File: src/rtl/pc_fetch_unit_pkg.sv
// rtl/pc_fetch_unit_pkg.sv - shared state encoding, reset vector and alignment helper for the fetch unit
package pc_fetch_unit_pkg;

    typedef enum logic [1:0] {
        ST_BOOT  = 2'd0,
        ST_FETCH = 2'd1,
        ST_FAULT = 2'd2
    } fetch_state_e;

    localparam logic [31:0] RESET_VECTOR_DEFAULT = 32'h0000_0000;
    localparam logic [1:0]  WORD_ALIGN_MASK      = 2'b00;

    function automatic logic is_word_aligned(input logic [31:0] addr);
        return addr[1:0] == WORD_ALIGN_MASK;
    endfunction

endpackage

File: src/rtl/pc_fetch_unit_next_sel.sv
// rtl/pc_fetch_unit_next_sel.sv - next-PC priority mux with misaligned redirect detection
module pc_next_sel
    import pc_fetch_unit_pkg::*;
(
    input  logic [31:0] pc_i,
    input  logic [31:0] pc_add_i,
    input  logic        branch_taken_i,
    input  logic [31:0] branch_target_i,
    input  logic        jump_i,
    input  logic [31:0] jump_target_i,
    input  logic        stall_i,
    input  logic        fire_i,
    output logic [31:0] next_pc_o,
    output logic        load_en_o,
    output logic        fault_set_o
);

    // Only the redirect that actually wins is checked; a dropped jump can never fault.
    always_comb begin
        next_pc_o   = pc_i;
        load_en_o   = 1'b0;
        fault_set_o = 1'b0;
        if (branch_taken_i) begin
            if (is_word_aligned(branch_target_i)) begin
                next_pc_o = branch_target_i;
                load_en_o = 1'b1;
            end else begin
                fault_set_o = 1'b1;
            end
        end else if (jump_i && !stall_i) begin
            if (is_word_aligned(jump_target_i)) begin
                next_pc_o = jump_target_i;
                load_en_o = 1'b1;
            end else begin
                fault_set_o = 1'b1;
            end
        end else if (fire_i) begin
            next_pc_o = pc_add_i;
            load_en_o = 1'b1;
        end
    end

endmodule

File: src/rtl/pc_fetch_unit.sv
// rtl/pc_fetch_unit.sv - program counter register and IF-stage fetch sequencer
module pc_fetch_unit
    import pc_fetch_unit_pkg::*;
#(
    parameter logic [31:0] RESET_VECTOR = RESET_VECTOR_DEFAULT
) (
    input  logic        Clk,
    input  logic        Reset,
    input  logic [31:0] PCAddResult,
    input  logic        BranchTaken,
    input  logic [31:0] BranchTarget,
    input  logic        Jump,
    input  logic [31:0] JumpTarget,
    input  logic        Stall,
    input  logic        ImemAck,
    output logic [31:0] PCResult,
    output logic        ImemReq,
    output logic        FetchValid,
    output logic        MisalignFault
);

    fetch_state_e state_q;
    logic [31:0]  pc_q;
    logic         fault_q;
    logic         in_fetch;
    logic         fire;
    logic [31:0]  next_pc;
    logic         load_en;
    logic         fault_set;

    assign in_fetch = (state_q == ST_FETCH);
    assign ImemReq  = in_fetch && !Stall;
    assign fire     = ImemReq && ImemAck;

    // A word returned in a redirect cycle belongs to the squashed path.
    assign FetchValid    = fire && !BranchTaken && !(Jump && !Stall);
    assign PCResult      = pc_q;
    assign MisalignFault = fault_q;

    pc_next_sel u_next_sel (
        .pc_i            (pc_q),
        .pc_add_i        (PCAddResult),
        .branch_taken_i  (BranchTaken),
        .branch_target_i (BranchTarget),
        .jump_i          (Jump),
        .jump_target_i   (JumpTarget),
        .stall_i         (Stall),
        .fire_i          (fire),
        .next_pc_o       (next_pc),
        .load_en_o       (load_en),
        .fault_set_o     (fault_set)
    );

    always_ff @(posedge Clk or negedge Reset) begin
        if (!Reset) begin
            state_q <= ST_BOOT;
            pc_q    <= RESET_VECTOR;
            fault_q <= 1'b0;
        end else begin
            case (state_q)
                ST_BOOT: begin
                    state_q <= ST_FETCH;
                end
                ST_FETCH: begin
                    if (fault_set) begin
                        state_q <= ST_FAULT;
                        fault_q <= 1'b1;
                    end else if (load_en) begin
                        pc_q <= next_pc;
                    end
                end
                ST_FAULT: begin
                    fault_q <= 1'b1;
                end
                default: begin
                    state_q <= ST_FAULT;
                    fault_q <= 1'b1;
                end
            endcase
        end
    end

endmodule

File: config.mk
export PLATFORM = sky130hd
export DESIGN_NAME = pc_fetch_unit
export DESIGN_NICKNAME = d
export VERILOG_FILES = /design/src/rtl/pc_fetch_unit_pkg.sv /design/src/rtl/pc_fetch_unit_next_sel.sv /design/src/rtl/pc_fetch_unit.sv
export SDC_FILE = /design/constraint.sdc
export NUM_CORES = 1
export LEC_CHECK = 0
export ABC_AREA = 1
export BUFFER_PORTS_ARGS = -buffer_cell sky130_fd_sc_hd__buf_2
export CAP_MARGIN = 15
export CORE_MARGIN = 3
export CORE_UTILIZATION = 54
export CTS_CLUSTER_SIZE = 28
export DETAILED_ROUTE_END_ITERATION = 8
export PLACE_DENSITY = 0.84
export SLEW_MARGIN = 20
export SYNTH_ARGS = -nofsm -noshare
export SYNTH_HDL_FRONTEND = slang
export SYNTH_HIERARCHICAL = 1
export SYNTH_SLANG_ARGS = --single-unit
File: constraint.sdc
create_clock -name Clk -period 5 [get_ports Clk]
set_input_delay 1 -clock Clk [delete_from_list [all_inputs] [get_ports Clk]]
set_output_delay 1 -clock Clk [all_outputs]
set_load 0.005 [all_outputs]
**Yosys cells after proc, flatten, opt, wreduce, memory -nomap -nowiden**

Index checks and enable logic that the tools add are counted.

- Register bits after elaboration: 35
- Latch bits: 0
- RAM bits: 0
- ROM bits: 0
- Bits of input ports: 102
- Output and inout port bits: 35
- Word-level logic and storage cells: 44
- Memories: 0

- Add/subtract/negate cells: 0
- $mul: 0
- Divide/modulo/power cells: 0
- Order comparisons: 0
- Equal/unequal tests: 5
- Shifts and indexed selects: 0
- Multiplexer cells: 18
- Bitwise gates (word level): 3
- Reductions and logical operators: 15

Operator list:

| cell | number |
|---|---|
| 32-bit two-way mux | 5 |
| 1-bit two-way mux | 10 |
| 2-bit logical NOT | 3 |
| 2-bit case mux with 3 select lines | 1 |
| 6-bit AND reduction | 1 |
| 1-bit logical AND | 5 |
| 2-bit by 1-bit != test with 1-bit output, second input constant | 2 |
| 2-bit AND reduction | 2 |
| 1-bit logical NOT | 3 |
| 3-bit by 2-bit != test with 1-bit output, second input constant | 1 |
| 1-bit NOT | 3 |
| 3-bit nonzero test | 1 |
| 2-bit by 1-bit == test with 1-bit output, second input constant | 1 |
| 2-bit == test, second input constant | 1 |
| 2-bit two-way mux | 1 |
| 1-bit case mux with 2 select lines | 1 |

**Logic depth before layout (Yosys ltp)**

- Depth in word-level cells: 7
- Depth in mapped cells: 14
- Mapped depth without buffers: 12

**By module**

Netlist, hierarchy kept.

Modules (own cells, without submodules):

| module | instances | cells an instance | area each (µm²) | sequential area each (µm²) |
|---|---|---|---|---|
| pc_next_sel | 1 | 454 | 2,018.2 | 0.0 |
| pc_fetch_unit | 1 | 157 | 1,423.9 | 875.8 |

**Worst setup path before layout**

Ideal clock, no wire load.

- Path type: input-to-reg
- Start point: input port Stall
- End point: register pc_q[0], in the netlist PCResult[0]
- Library setup time: 0.117 ns
- Arrival time: 2.281 ns
- Data required time: 4.883 ns
- Slack: 2.602 ns
- Stages on the path: 13
- Buffers on the path: 3
- Cell sequence: inv_1 -> nand3_1 -> inv_1 -> buf_2 -> buf_2 -> o21ai_0 -> o21ai_1 -> inv_1 -> nor2_2 -> nand2_2 -> buf_6 -> nand2_1 -> nand2_1

- Cells in the longest elaborated chain, start to end: 7
- Elaborated cells on any way between the ends: 15
- Those cells by class: 1 x eq/ne; 7 x mux; 1 x bitwise; 6 x reduce/logical

RTL lines:

| element | line | source |
|---|---|---|
| start, declared | pc_fetch_unit.sv:14 | `input logic Stall,` |
| 1-bit logical NOT | pc_fetch_unit.sv:32 | `assign ImemReq = in_fetch && !Stall;` |
| 1-bit logical AND | pc_fetch_unit.sv:32 |  |
| 1-bit logical AND | pc_fetch_unit.sv:33 | `assign fire = ImemReq && ImemAck;` |
| named net fire | pc_fetch_unit.sv:26 | `logic fire;` |
| 1-bit two-way mux | pc_fetch_unit_next_sel.sv:37 | `end else if (fire_i) begin` |
| 1-bit two-way mux | pc_fetch_unit_next_sel.sv:30 | `end else if (jump_i && !stall_i) begin` |
| 1-bit two-way mux | pc_fetch_unit_next_sel.sv:23 | `if (branch_taken_i) begin` |
| named net load_en | pc_fetch_unit.sv:28 | `logic load_en;` |
| 6-bit AND reduction (no source line) | n/a |  |
| end signal, assigned | pc_fetch_unit.sv:69 | `pc_q <= next_pc;` |
| end, declared | pc_fetch_unit.sv:23 | `logic [31:0] pc_q;` |

The timed path passes the listed nets, and every way through them passes these cells.
A chain may end at the register's enable or synchronous reset.

**Worst setup path after layout**

- Start point: input port BranchTarget[0]
- End point: register pc_q[5], in the netlist PCResult[5]

- Cells in the longest elaborated chain, start to end: 5
- Elaborated cells on any way between the ends: 8
- Those cells by class: 1 x eq/ne; 4 x mux; 1 x bitwise; 2 x reduce/logical

RTL lines:

| element | line | source |
|---|---|---|
| start, declared | pc_fetch_unit.sv:11 | `input logic [31:0] BranchTarget,` |
| 2-bit logical NOT | pc_fetch_unit_pkg.sv:14 | `return addr[1:0] == WORD_ALIGN_MASK;` |
| 1-bit two-way mux | pc_fetch_unit_next_sel.sv:24 | `if (is_word_aligned(branch_target_i)) begin` |
| 1-bit two-way mux | pc_fetch_unit_next_sel.sv:23 |  |
| named net fault_set | pc_fetch_unit.sv:29 | `logic fault_set;` |
| 1-bit NOT (no source line) | n/a |  |
| 6-bit AND reduction (no source line) | n/a |  |

The timed path passes the listed nets, and every way through them passes these cells.

==> results.yml <==
floorplanning:
  core_sq_mm: 0.006061
  die_x_um: 85.84
  die_height_um: 85.84
  rows: 28
  io_pins: 137
  die-area_sq_mm: 0.007369
  start_util_pct: 56.79
yosys:
  synthXorXnorAreaFrac_pct: 0
  yosys_warnings: 6
  yosys.area_share.adder_pct: 0
  synth_top_area_share_pct: 28.14
  syn_inst: 611
  synth-compound-area-share_pct: 5.671
  ys_seq_elements: 35
  yosys.area_share.simple_pct: 52.67
  yosysSeqAreaShare_pct: 25.45
  syn-cell-area_sq_mm: 0.003442
  syn_nets: 713
  synth_area_leader_cell: "nand2_1"
  synth_top_family_by_area: "simple AND/OR/NAND/NOR gates"
  avgSynthCellArea_sq_um: 5.633
  synth.distinct_cells: 23
  ys_top_cells_by_area: "nand2_1, dfrtp_1, nand3_1"
  synthMuxAreaShare_pct: 0
detailed_routing:
  postRouteWirelength_mm: 10.41
  vias: 4299
  wl_per_cell_um: 13.15
  antenna_left: 0
  avgViaCountPerCell: 5.428
  drtIter0Drc: 363
  firstDrtPassIters: 5
  drc: 0
cts:
  clkLatencyLatePin_ns: 0.28
  cts_tree: "yes"
  cts_buffers: 5
  cts_hold_buf: 0
  cts_resized: 0
  cts-htree-levels: 2
  cts_setup_buffers: 0
  clockBufferDepth: 2
  clk_pin_slew_worst_paths_ns: 0.07
  root_buffer: "clkbuf_8"
  cts.sinks: 35
global_route:
  grt_pass1_wl_mm: 17.44
  grt_overflow_total: 0
  grt_util_all_layers_pct: 28.26
  grt_pass1_vias: 3840
  antenna_found_initial: 0
  grt_max_degree: 36
sta:
  setup_tns_ns: 0
  slew_headroom_pct: 47.87
  rsz0062_at_grt: "no"
  fin_crit_sh_pct: 62.16
  finalHoldViolCount: 0
  finalClockSkew_ns: 0.005598
  setup_viol: 0
  tightest_slew_ns: 0.7820
  max_freq_ghz: 0.3217
  fin_crit_ns: 3.108
  slew_viol_final: 0
worst_hold_path:
  hp-class: "reg -> reg"
critical_path:
  endpoint_kind: "flip-flop"
  worstSetupPathType: "in -> reg"
  arrival_ns: 3.27
  cp.required_ns: 5.16
  cp-start-kind: "primary input"
  cp_max_fo: 33
power:
  switching_power_w: 0.0001808
  p_int_w: 0.0004253
  p_per_area_mw_per_mm2: 148.7
  combPwrFrac_pct: 20.3
  p_clk_share_pct: 33.0
  p_seq_share_pct: 46.7
  p_sw_share_pct: 29.83
  ir_drop_uv: 116.3
  leakagePower_nw: 2.526
finish:
  multi_input_area_sq_mm: 0.002018
  antenna_cells: 0
  fin_util_pct: 67.26
  syn2layout_area_growth_pct: 18.43
  fin_nets: 818
  fillCellCount: 579
  register_area_sq_um: 875.8
  layout_commonest_cell: "nand2_1"
  drive_above_1_share_pct: 22.45
  most-common-layout-cells: "nand2_1, nand3_1, buf_2"
flow_run:
  maxCapViolations: 0
status:
  status: "completed"
placement:
  post-dp-hpwl_mm: 6.980
  portBuffers: 136
  place_congestion: 0.8169
final cells by class:
| type | count | share of cell area [%] |
|---|---|---|
| Clock buffer | 5 | 1.688 |
| Clock inverter | 3 | 0.4911 |
| Inverter | 73 | 6.722 |
| Multi-Input combinational cell | 459 | 49.51 |
| Sequential cell | 35 | 21.49 |
| Tap cell | 75 | 2.302 |
| Timing Repair Buffer | 142 | 17.80 |
layer usage:
layer | GRT usage, % | part of all wire (%)
met5 | 0 | 0
met4 | 5.899 | 0.73
met3 | 2.498 | 9.6
met2 | 49.36 | 48
met1 | 38.22 | 42
power by group through the flow:
stage / clock network, W / logic [W] / registers (W)
2_1_floorplan: 0 / 0.0000676 / 0.000289
4_1_cts: 0.000203 / 0.000122 / 0.000283
3_5_place_dp: 0 / 0.000122 / 0.000288
5_1_grt: 0.000214 / 0.000138 / 0.000283
3_3_place_gp: 0 / 0.000119 / 0.000288
6_report: 0.000200 / 0.000123 / 0.000283
stage by stage:
step	instance area [sq um]	cells	hold WS (ns)	power [W]	setup WS, ns
detailed placement	3988	784	0.4610	0.0004100	1.667
global placement	3980	784	0.4440	0.0004075	1.797
floorplan	3442	611	0.4582	0.0003561	2.602
CTS	4076	792	0.4805	0.0006081	1.940
finish	4076	792	0.4730	0.0006061	1.892
global route	4076	792	0.5042	0.0006349	1.712
registers in the layout (all words and copies together), names as in the netlist:
register and count:
MisalignFault 1, PCResult 32, state_q 2
cell families (layout without fill, tap and decap cells):
logic type / after synthesis / in the layout
buffers and inverters: 117 / 223
AO/OA/AOI/OAI: 36 / 36
AND/OR/NAND/NOR: 423 / 423
flip-flops: 35 / 35
cell usage after synthesis:
cell	count
buf_4	5
o21ai_1	6
nor2_2	1
inv_1	71
or2_2	1
or2_1	1
nor2_4	3
o2111ai_1	1
nand2_1	258
buf_2	25
nor2_1	4
clkbuf_2	1
o21bai_2	1
o211ai_1	1
inv_2	2
nand3_1	154
buf_1	1
dfrtp_1	35
buf_6	9
a21o_1	1
nand2_2	1
clkbuf_1	3
o21ai_0	26
worst max-delay path: stages:
cell      delay (ns)
buf_2           0.11
nor2_4          0.52
nor2_1          0.15
o21bai_2        0.26
nor2_2          0.13
buf_4           0.33
nand2_2         0.43
nand2_1         0.22
nand2_1         0.08
final timing paths:
check | startpoint | slack (ns) | endpoint | cells past startpoint
worst min-delay path | MisalignFault$_DFFE_PN0P_ | 0.47 | MisalignFault$_DFFE_PN0P_ | 1
min in group asynchronous | Reset | 0.80 | PCResult[11]$_DFFE_PN0P_ | 1
worst max-delay path | BranchTarget[0] | 1.89 | PCResult[5]$_DFFE_PN0P_ | 9
max in group asynchronous | Reset | 3.70 | PCResult[31]$_DFFE_PN0P_ | 1
worst min register to register | MisalignFault$_DFFE_PN0P_ | 0.47 | MisalignFault$_DFFE_PN0P_ | 1
worst max register to register | state_q[1]$_DFFE_PN0P_ | 2.12 | PCResult[5]$_DFFE_PN0P_ | 11
Power figures use the tool's default switching activity.
